**config.mk**
```make
export PLATFORM = sky130hd
export DESIGN_NAME = message_schedule_gen_flat
export DESIGN_NICKNAME = d
export VERILOG_FILES = /design/src/rtl/sha2_pkg.sv /design/src/rtl/message_schedule_gen_if.sv /design/src/rtl/ms_sigma.sv /design/src/rtl/message_schedule_gen.sv /design/src/flat_wrapper.sv
export SDC_FILE = /design/constraint.sdc
export NUM_CORES = 2
export LEC_CHECK = 0
export ABC_CLOCK_PERIOD_IN_PS = 4700
export BUFFER_PORTS_ARGS = -buffer_cell sky130_fd_sc_hd__buf_2
export CAP_MARGIN = 0
export CORE_AREA = 5 5 230 232
export DETAILED_ROUTE_END_ITERATION = 12
export DIE_AREA = 0 0 235 237
export GPL_TIMING_DRIVEN = 0
export PLACE_DENSITY = 0.76
export SETUP_SLACK_MARGIN = 0.1
export SLEW_MARGIN = 25
export SYNTH_ARGS = -nofsm -noshare
export SYNTH_HDL_FRONTEND = slang
export SYNTH_SLANG_ARGS = --single-unit
```
**constraint.sdc**
```tcl
create_clock -name clock -period 4.7 [get_ports clock]
set_clock_uncertainty 0.2 [all_clocks]
set_input_delay 0.94 -clock clock [delete_from_list [all_inputs] [get_ports clock]]
set_output_delay 0.94 -clock clock [all_outputs]
set_load 0.02 [all_outputs]
```
**src/rtl/sha2_pkg.sv**
```systemverilog
// Shared SHA-2 definitions: word width, sigma rotate/shift amounts, FSM states.
// Latency: none (declarations only).
// Backpressure: not applicable.
package sha2_pkg;

   localparam int WORD_SIZE = 32;
   localparam int ROUNDS    = 64;

   // Small sigma amounts for SHA-256 (two rotates and one plain shift each).
   localparam int S0_R1 = 7;
   localparam int S0_R2 = 18;
   localparam int S0_SH = 3;
   localparam int S1_R1 = 17;
   localparam int S1_R2 = 19;
   localparam int S1_SH = 10;

   typedef enum logic {
      IDLE = 1'b0,
      RUN  = 1'b1
   } state_t;

   // Number of bits needed to count 0..value-1.
   function automatic int clogb2(input int value);
      int r;
      r = 0;
      while ((1 << r) < value) r = r + 1;
      return r;
   endfunction

   localparam int IDX_W = clogb2(ROUNDS);

endpackage

```
**src/rtl/message_schedule_gen_if.sv**
```systemverilog
// Block-in / schedule-word-out handshake bundle of the message schedule generator.
// Latency: none (wiring only).
// Backpressure: block_valid/block_ready on the input side, w_valid/w_ready on the output side.
// master = schedule generator, slave = block source plus round logic.
interface message_schedule_gen_if;
   import sha2_pkg::*;

   logic                    block_valid;
   logic                    block_ready;
   logic [WORD_SIZE*16-1:0] block_data;
   logic                    w_valid;
   logic                    w_ready;
   logic [WORD_SIZE-1:0]    message_schedule_value;
   logic [IDX_W-1:0]        message_schedule_index;
   logic                    block_done;

   modport master (
      input  block_valid, block_data, w_ready,
      output block_ready, w_valid, message_schedule_value, message_schedule_index, block_done
   );

   modport slave (
      output block_valid, block_data, w_ready,
      input  block_ready, w_valid, message_schedule_value, message_schedule_index, block_done
   );

endinterface

```
**src/rtl/ms_sigma.sv**
```systemverilog
// Next SHA-256 schedule word from the 16-word window: sig1(w14)+w9+sig0(w1)+w0 mod 2^32.
// Latency: purely combinational.
// Backpressure: none; the caller decides when to use the result.
// Ports: i_w14/i_w9/i_w1/i_w0 window taps, o_next the new word.
module ms_sigma
   import sha2_pkg::*;
(
   input  logic [WORD_SIZE-1:0] i_w14,
   input  logic [WORD_SIZE-1:0] i_w9,
   input  logic [WORD_SIZE-1:0] i_w1,
   input  logic [WORD_SIZE-1:0] i_w0,
   output logic [WORD_SIZE-1:0] o_next
);

   function automatic logic [WORD_SIZE-1:0] rotr(input logic [WORD_SIZE-1:0] x, input int n);
      return (x >> n) | (x << (WORD_SIZE - n));
   endfunction

   logic [WORD_SIZE-1:0] w_sig0;
   logic [WORD_SIZE-1:0] w_sig1;

   assign w_sig0 = rotr(i_w1,  S0_R1) ^ rotr(i_w1,  S0_R2) ^ (i_w1  >> S0_SH);
   assign w_sig1 = rotr(i_w14, S1_R1) ^ rotr(i_w14, S1_R2) ^ (i_w14 >> S1_SH);
   assign o_next = w_sig1 + i_w9 + w_sig0 + i_w0;

endmodule

```
**src/rtl/message_schedule_gen.sv**
```systemverilog
// Expands one padded 512-bit block into W[0..63] and streams one word per accepted handshake.
// Latency: W[0] valid one cycle after block acceptance; one word per cycle while w_ready is high.
// Backpressure: w_ready low freezes window, index and outputs; block_ready only in IDLE.
// Ports: clock, reset (async active-low), clear (sync abort), ms (handshake bundle, master side).
module message_schedule_gen
   import sha2_pkg::*;
(
   input  logic                  clock,
   input  logic                  reset,
   input  logic                  clear,
   message_schedule_gen_if.master ms
);

   state_t               r_state;
   state_t               w_state_nxt;
   logic [WORD_SIZE-1:0] r_win [16];
   logic [IDX_W-1:0]     r_t;
   logic                 r_done;

   logic                 w_consume;
   logic                 w_last;
   logic                 w_accept;
   logic [WORD_SIZE-1:0] w_new;

   assign w_consume = (r_state == RUN) && ms.w_ready;
   assign w_last    = w_consume && (r_t == IDX_W'(ROUNDS - 1));
   assign w_accept  = (r_state == IDLE) && ms.block_valid;

   ms_sigma u_sigma (
      .i_w14  (r_win[14]),
      .i_w9   (r_win[9]),
      .i_w1   (r_win[1]),
      .i_w0   (r_win[0]),
      .o_next (w_new)
   );

   always_ff @(posedge clock or negedge reset) begin
      if (!reset) r_state <= IDLE;
      else        r_state <= w_state_nxt;
   end

   always_comb begin
      w_state_nxt = r_state;
      if (clear) begin
         w_state_nxt = IDLE;
      end else begin
         case (r_state)
            IDLE:    if (ms.block_valid) w_state_nxt = RUN;
            RUN:     if (w_last)         w_state_nxt = IDLE;
            default: w_state_nxt = IDLE;
         endcase
      end
   end

   // Window, index and done pulse. Words computed while W[0..15] drain are
   // already the real W[16..], since the taps only ever look backwards.
   always_ff @(posedge clock or negedge reset) begin
      if (!reset) begin
         for (int i = 0; i < 16; i++) r_win[i] <= '0;
         r_t    <= '0;
         r_done <= 1'b0;
      end else begin
         r_done <= 1'b0;
         if (clear) begin
            r_t <= '0;
         end else if (w_accept) begin
            for (int i = 0; i < 16; i++)
               r_win[i] <= ms.block_data[WORD_SIZE*(15-i) +: WORD_SIZE];
            r_t <= '0;
         end else if (w_consume) begin
            for (int i = 0; i < 15; i++) r_win[i] <= r_win[i+1];
            r_win[15] <= w_new;
            r_t       <= w_last ? '0 : r_t + 1'b1;
            r_done    <= w_last;
         end
      end
   end

   // All outputs decode registers only; w_ready has no combinational path out.
   assign ms.block_ready            = (r_state == IDLE);
   assign ms.w_valid                = (r_state == RUN);
   assign ms.message_schedule_value = r_win[0];
   assign ms.message_schedule_index = r_t;
   assign ms.block_done             = r_done;

endmodule

```
**src/flat_wrapper.sv**
```systemverilog
// flat-port wrapper written by rule: the top's interface ports become plain ports
module message_schedule_gen_flat import sha2_pkg::*;
  (clock, reset, clear, ms_block_valid, ms_block_data, ms_w_ready, ms_block_ready, ms_w_valid, ms_message_schedule_value, ms_message_schedule_index, ms_block_done);
  message_schedule_gen_if ms_i ();
  input  logic clock;
  input  logic reset;
  input  logic clear;
  input wire logic [$bits(ms_i.block_valid)-1:0] ms_block_valid;
  input wire logic [$bits(ms_i.block_data)-1:0] ms_block_data;
  input wire logic [$bits(ms_i.w_ready)-1:0] ms_w_ready;
  output wire logic [$bits(ms_i.block_ready)-1:0] ms_block_ready;
  output wire logic [$bits(ms_i.w_valid)-1:0] ms_w_valid;
  output wire logic [$bits(ms_i.message_schedule_value)-1:0] ms_message_schedule_value;
  output wire logic [$bits(ms_i.message_schedule_index)-1:0] ms_message_schedule_index;
  output wire logic [$bits(ms_i.block_done)-1:0] ms_block_done;
  assign ms_i.block_valid = ms_block_valid;
  assign ms_i.block_data = ms_block_data;
  assign ms_i.w_ready = ms_w_ready;
  assign ms_block_ready = ms_i.block_ready;
  assign ms_w_valid = ms_i.w_valid;
  assign ms_message_schedule_value = ms_i.message_schedule_value;
  assign ms_message_schedule_index = ms_i.message_schedule_index;
  assign ms_block_done = ms_i.block_done;
  message_schedule_gen u_core (.clock(clock), .reset(reset), .clear(clear), .ms(ms_i));
endmodule
```
**Word level (Yosys, flattened, before mapping)**

Cells that the tools add are included.

- Register bits: 520
- Bits of input ports: 517
- Output and inout port bits: 41
- Word-level logic and storage cells: 53

- Bitwise operators: 10
- Multiplexer cells: 13
- Add/subtract/negate cells: 4
- Reduce and logical (&&, ||, !) cells: 6
- Equal/unequal tests: 1

Operators by type and width:

| cell | count |
|---|---|
| $mux W512 | 2 |
| $add A32 B32 Y32 | 3 |
| $xor A32 B32 Y32 | 2 |
| $or A13 B32 Y32 | 1 |
| $or A14 B32 Y32 | 1 |
| $or A15 B32 Y32 | 1 |
| $or A25 B32 Y32 | 1 |
| $xor A32 B22 Y32 | 1 |
| $xor A32 B29 Y32 | 1 |
| $mux W6 | 4 |
| $add A6 B1 Y6 const B | 1 |
| $eq A6 B6 Y1 const B | 1 |
| $mux W1 | 6 |
| $logic_and A1 B1 Y1 | 3 |
| $reduce_bool A3 Y1 | 1 |
| $not A1 Y1 | 2 |
| $pmux W1 S2 | 1 |
| $reduce_and A2 Y1 | 1 |
| $reduce_bool A2 Y1 | 1 |

**Depth between registers and ports, before layout**

- Depth in word-level cells: 8
- Gate-level depth with buffers: 17
- Mapped depth without buffers: 15

**By module**

From an unflattened synthesis, not the netlist that was laid out.

- Cell total of the unflattened synthesis: 3402
- Area, all modules: 27825.4 um2

Modules (own cells, without submodules):

| module | times used | cells an instance | area an instance (um2) |
|---|---|---|---|
| message_schedule_gen | 1 | 2862 | 23455.0 |
| ms_sigma | 1 | 540 | 4370.4 |

**Least setup slack after synthesis**

Ideal clock, no wire load.

- Path kind: register to register
- Start: reg u_core.r_win[50] in the netlist's numbering
- End: reg u_core.r_win[27] in the netlist's numbering
- Library setup time: 0.122 ns
- Setup slack: 0.467 ns
- Required time: 4.378 ns
- Stages on the path, launching flop included: 16
- Arrival time: 3.912 ns
- Cell sequence: dfrtp_1 -> clkbuf_1 -> xnor2_1 -> xnor2_1 -> fa_1 -> fa_1 -> ha_1 -> fa_1 -> a21o_1 -> a221oi_4 -> nor4b_2 -> nor3b_2 -> a22oi_2 -> a31oi_2 -> mux2i_1 -> nand2_1

- Cells in the longest elaborated chain, start to end: 8

Ends and longest elaborated chain:

| what | RTL line | source |
|---|---|---|
| from (decl) | message_schedule_gen.sv:16 | `logic [WORD_SIZE-1:0] r_win [16];` |
| from (signal, indexed assignment) | message_schedule_gen.sv:68 | `r_win[i] <= ms.block_data[WORD_SIZE*(15-i) +: WORD_SIZE];` |
| $or A15 B32 Y32 | ms_sigma.sv:16 | `return (x >> n) \| (x << (WORD_SIZE - n));` |
| $xor A32 B32 Y32 | ms_sigma.sv:23 | `assign w_sig1 = rotr(i_w14, S1_R1) ^ rotr(i_w14, S1_R2) ^ (i_w14 >> S1_SH);` |
| $xor A32 B22 Y32 (*) | ms_sigma.sv:23 |  |
| $add A32 B32 Y32 (*) (3 in series) | ms_sigma.sv:24 | `assign o_next = w_sig1 + i_w9 + w_sig0 + i_w0;` |
| $mux W512 (*) | message_schedule_gen.sv:70 | `end else if (w_consume) begin` |
| $mux W512 (*) | message_schedule_gen.sv:66 | `end else if (w_accept) begin` |

Every way passes the cells marked *; elsewhere a longest branch is shown, timed or not. The select of a mux whose other input is x is not followed.
A chain may end at the register's enable or synchronous reset.

**Worst setup path in the final report**

- Start: reg u_core.r_win[58] in the netlist's numbering
- End: reg u_core.r_win[26] in the netlist's numbering

- Cells in the longest elaborated chain, start to end: 8

Ends and longest elaborated chain:

| what | RTL line |
|---|---|
| $or A13 B32 Y32 or $or A15 B32 Y32 (tied branches) | ms_sigma.sv:16 |
| $xor A32 B32 Y32 | ms_sigma.sv:23 |
| $xor A32 B22 Y32 (*) | ms_sigma.sv:23 |
| $add A32 B32 Y32 (*) (3 in series) | ms_sigma.sv:24 |
| $mux W512 (*) | message_schedule_gen.sv:70 |
| $mux W512 (*) | message_schedule_gen.sv:66 |

Marks and branches as above.

==> results_dict.tcl <==
set metrics [dict create \
    numCtsBuffers 55 \
    grt_start_max_net_pins 91 \
    tritoncts "built" \
    synthAdderAreaFrac_pct 5.89 \
    yosysTopAreaCell "dfrtp_1" \
    die_x_um 235 \
    hold_viol_final 0 \
    r2r_cells 16 \
    grt_pass1_vias 26700 \
    dp_hpwl_um 87100 \
    drc 0 \
    post-route-period-util_pct 96.8 \
    drive_gt1_share_pct 18.5 \
    grt_usage_pct 37.9 \
    status "completed" \
    vias 27500 \
    maxCapViolations 0 \
    synth_cells 3428 \
    ys_seq_elements 520 \
    drt_iter0_markers 3215 \
    drt_wl_total_um 109000 \
    fp-row-count 83 \
    grt_antenna_before_repair 6 \
    cts_hold_buf 0 \
    wl_per_cell_um 23.0 \
    rsz0062_at_grt "false" \
    place_inst 4672 \
    synth_area_leaders "dfrtp_1 47%, nand2_1 14%, a31oi_1 11%" \
    slew_violations 0 \
    dieArea_mm2 0.0557 \
    r2r_slack_ps 150 \
    clk_pin_slew_ps 60 \
    synth_top_area_share_pct 46.7 \
    synth_top_family_by_area "simple AND/OR/NAND/NOR gates" \
    clk_latency_ps 640 \
    clock-sinks 520 \
    synth.net_count 4039 \
    avgSynthCellArea_um2 8.13 \
    yosysUniqueCellTypes 55 \
    pin_count 558 \
    place_congestion 1.04 \
    slew_headroom_pct 27.2 \
    peakVddDrop_mv 1.01 \
    yosysSeqAreaShare_pct 46.7 \
    cts_root_buf "clkbuf_16" \
    synth-edff-count 0 \
    die_h_um 237 \
    crit_fanout 6 \
    muxShareOfSynthArea_pct 0.108 \
    nets 4638 \
    grt.overflow.total 0 \
    cp.required_ps 4990 \
    h-tree-depth 2 \
    setup.worst_path.end_class "flip-flop" \
    leakagePower_nw 15.9 \
    hold_slack_ps 40.5 \
    power_density_mw_per_mm2 966 \
    fmax_ghz 0.220 \
    dr.pass1.iters 5 \
    fillers 4477 \
    worstReg2RegStart "u_core.r_win[58]$_DFFE_PN0P_" \
    routed_via_density 5.78 \
    path_class "flip-flop to flip-flop" \
    yosysMostFrequentCell "nand2_1" \
    synth_flop_cell "dfrtp_1" \
    clockBufferDepth 3 \
    setup_violations 0 \
    mappedNetlistArea_mm2 0.0279 \
    synthXorXnorAreaFrac_pct 4.53 \
    initial_utilization_pct 54.9 \
    crit_arrival_ps 4840 \
    ys_warn_count 0 \
    grt_first_pass_wirelength_um 161000 \
    fp.coreArea_mm2 0.0508 \
    synthTopCellsByCount "1007 x nand2_1, 520 x dfrtp_1, 517 x nor2_1" \
    critPathLaunchType "flip-flop" \
    layout.cells.non_filler 4749 \
    port_buffers 557 \
    tightest_slew_ps 1090 \
    ant_nets 0 \
    totalPowerFinal_w 0.0325 \
    synth_compound_area_share_pct 14.5 \
    synthSimpleGateAreaFrac_pct 21.8 \
    async_flop_share_pct 100 \
    synthToLayoutAreaGrowth_pct 20.9 \
    hp-class "input port to asynchronous set/reset pin" \
    finalCriticalPeriod_ps 4550 \
    crit-reg2reg-capture "u_core.r_win[26]$_DFFE_PN0P_" \
]
[critical path, stage by stage (launching register included)]
cell	delay [ps]
dfrtp_1	520
xnor2_2	220
xnor2_2	190
fa_1	530
inv_1	50
fa_1	480
inv_1	60
ha_1	360
a21o_1	210
a21o_1	180
a21o_1	180
a22oi_2	200
o211ai_1	250
buf_4	240
a31oi_1	200
mux2i_1	250
nand2_1	80
[layer usage]
metal,up-vias,global-route usage (%),share of wire (%)
met1,13100,49.5,38
met4,8,18.2,5.8
met5,-,0,0.048
li1,12500,-,-
met3,327,8.55,10
met2,1542,60.3,46
[how the worst max path moves through the flow]
stage,startpoint,endpoint,slack [ps],cells after the start
finish,u_core.r_win[58]$_DFFE_PN0P_,u_core.r_win[26]$_DFFE_PN0P_,150,16
floorplan,u_core.r_win[50]$_DFFE_PN0P_,u_core.r_win[27]$_DFFE_PN0P_,470,15
global placement,reset,u_core.r_win[453]$_DFFE_PN0P_,-8190,1
detailed placement,u_core.r_win[50]$_DFFE_PN0P_,u_core.r_win[23]$_DFFE_PN0P_,-420,15
global route,u_core.r_win[52]$_DFFE_PN0P_,u_core.r_win[23]$_DFFE_PN0P_,90,16
CTS,u_core.r_win[456]$_DFFE_PN0P_,u_core.r_win[23]$_DFFE_PN0P_,40,14
[layout by cell type (no fill, tap or decap), drive strengths merged, types with 3 or more instances in the layout]
cell type	n
nand2b	3
clkbuf	317
o22ai	4
a31oi	488
a21oi	59
a211oi	4
a21o	15
mux2i	3
and3	19
a41oi	3
buf	621
nor2	517
nor3	7
bufinv	3
ha	32
a22o	3
xnor2	123
o21ai	38
nor3b	3
clkinv	12
fa	62
nand2	1007
xor2	21
inv	131
or3	3
o31ai	5
nand4	3
nand3	9
dfrtp	520
o211ai	4
o21bai	8
[state kept, by name, summed over array words and instances (netlist names)]
name / cells
u_core.r_win: 480
u_core.ms.message_schedule_value: 32
u_core.ms.message_schedule_index: 6
u_core.ms.block_done: 1
u_core.ms.w_valid: 1
[final cells by class]
| cell class | count | area (µm²) | share of cell area (%) |
|---|---|---|---|
| clock buffer | 82 | 1600 | 4.75 |
| multi-input combinational | 2463 | 13300 | 39.4 |
| tap | 680 | 851 | 2.53 |
| clock inverter | 16 | 194 | 0.576 |
| inverter | 131 | 492 | 1.46 |
| buffer | 275 | 1160 | 3.45 |
| antenna | 1 | 2.50 | 0.00743 |
| sequential | 520 | 13000 | 38.7 |
| timing repair buffer | 581 | 3100 | 9.21 |
[stage by stage]
stage	setup TNS [ps]	cell area [µm²]	worst slack [ps]	utilization (%)
final	0	33700	150	66.3
after global routing	0	33700	92.9	66.3
after CTS	0	33500	43.5	66.0
after detailed placement	-3200	31700	-421	62.4
after global placement	-4217410	31500	-8190	62.0
after floorplan	0	27900	467	-
[what timing repair did]
action,4_1_cts,5_1_grt
pin swaps,6,11
endpoints found under the setup margin,21,19
setup buffers,3,14
gates cloned,0,0
gates resized for setup,12,31
endpoints found under the hold margin,0,0
[report_power, final]
group | leakage, nW | switching [W] | internal [W]
Clock | 0.881 | 0.00186 | 0.00251
Combinational | 9.27 | 0.0131 | 0.00814
Sequential | 5.73 | 0.00126 | 0.00568
[logic make-up (layout without fill, tap and decap cells)]
logic type               count (synthesis)  after routing
buffers and inverters                  445           1085
XOR/XNOR                               144            144
other                                    0              1
AND/OR/NAND/NOR                       1579           1579
adder cells (fa/ha/maj)                 94             94
flip-flops                             520            520
multiplexers                             3              3
AO/OA/AOI/OAI                          643            643
Note: power is estimated with default switching activity, not from simulation.
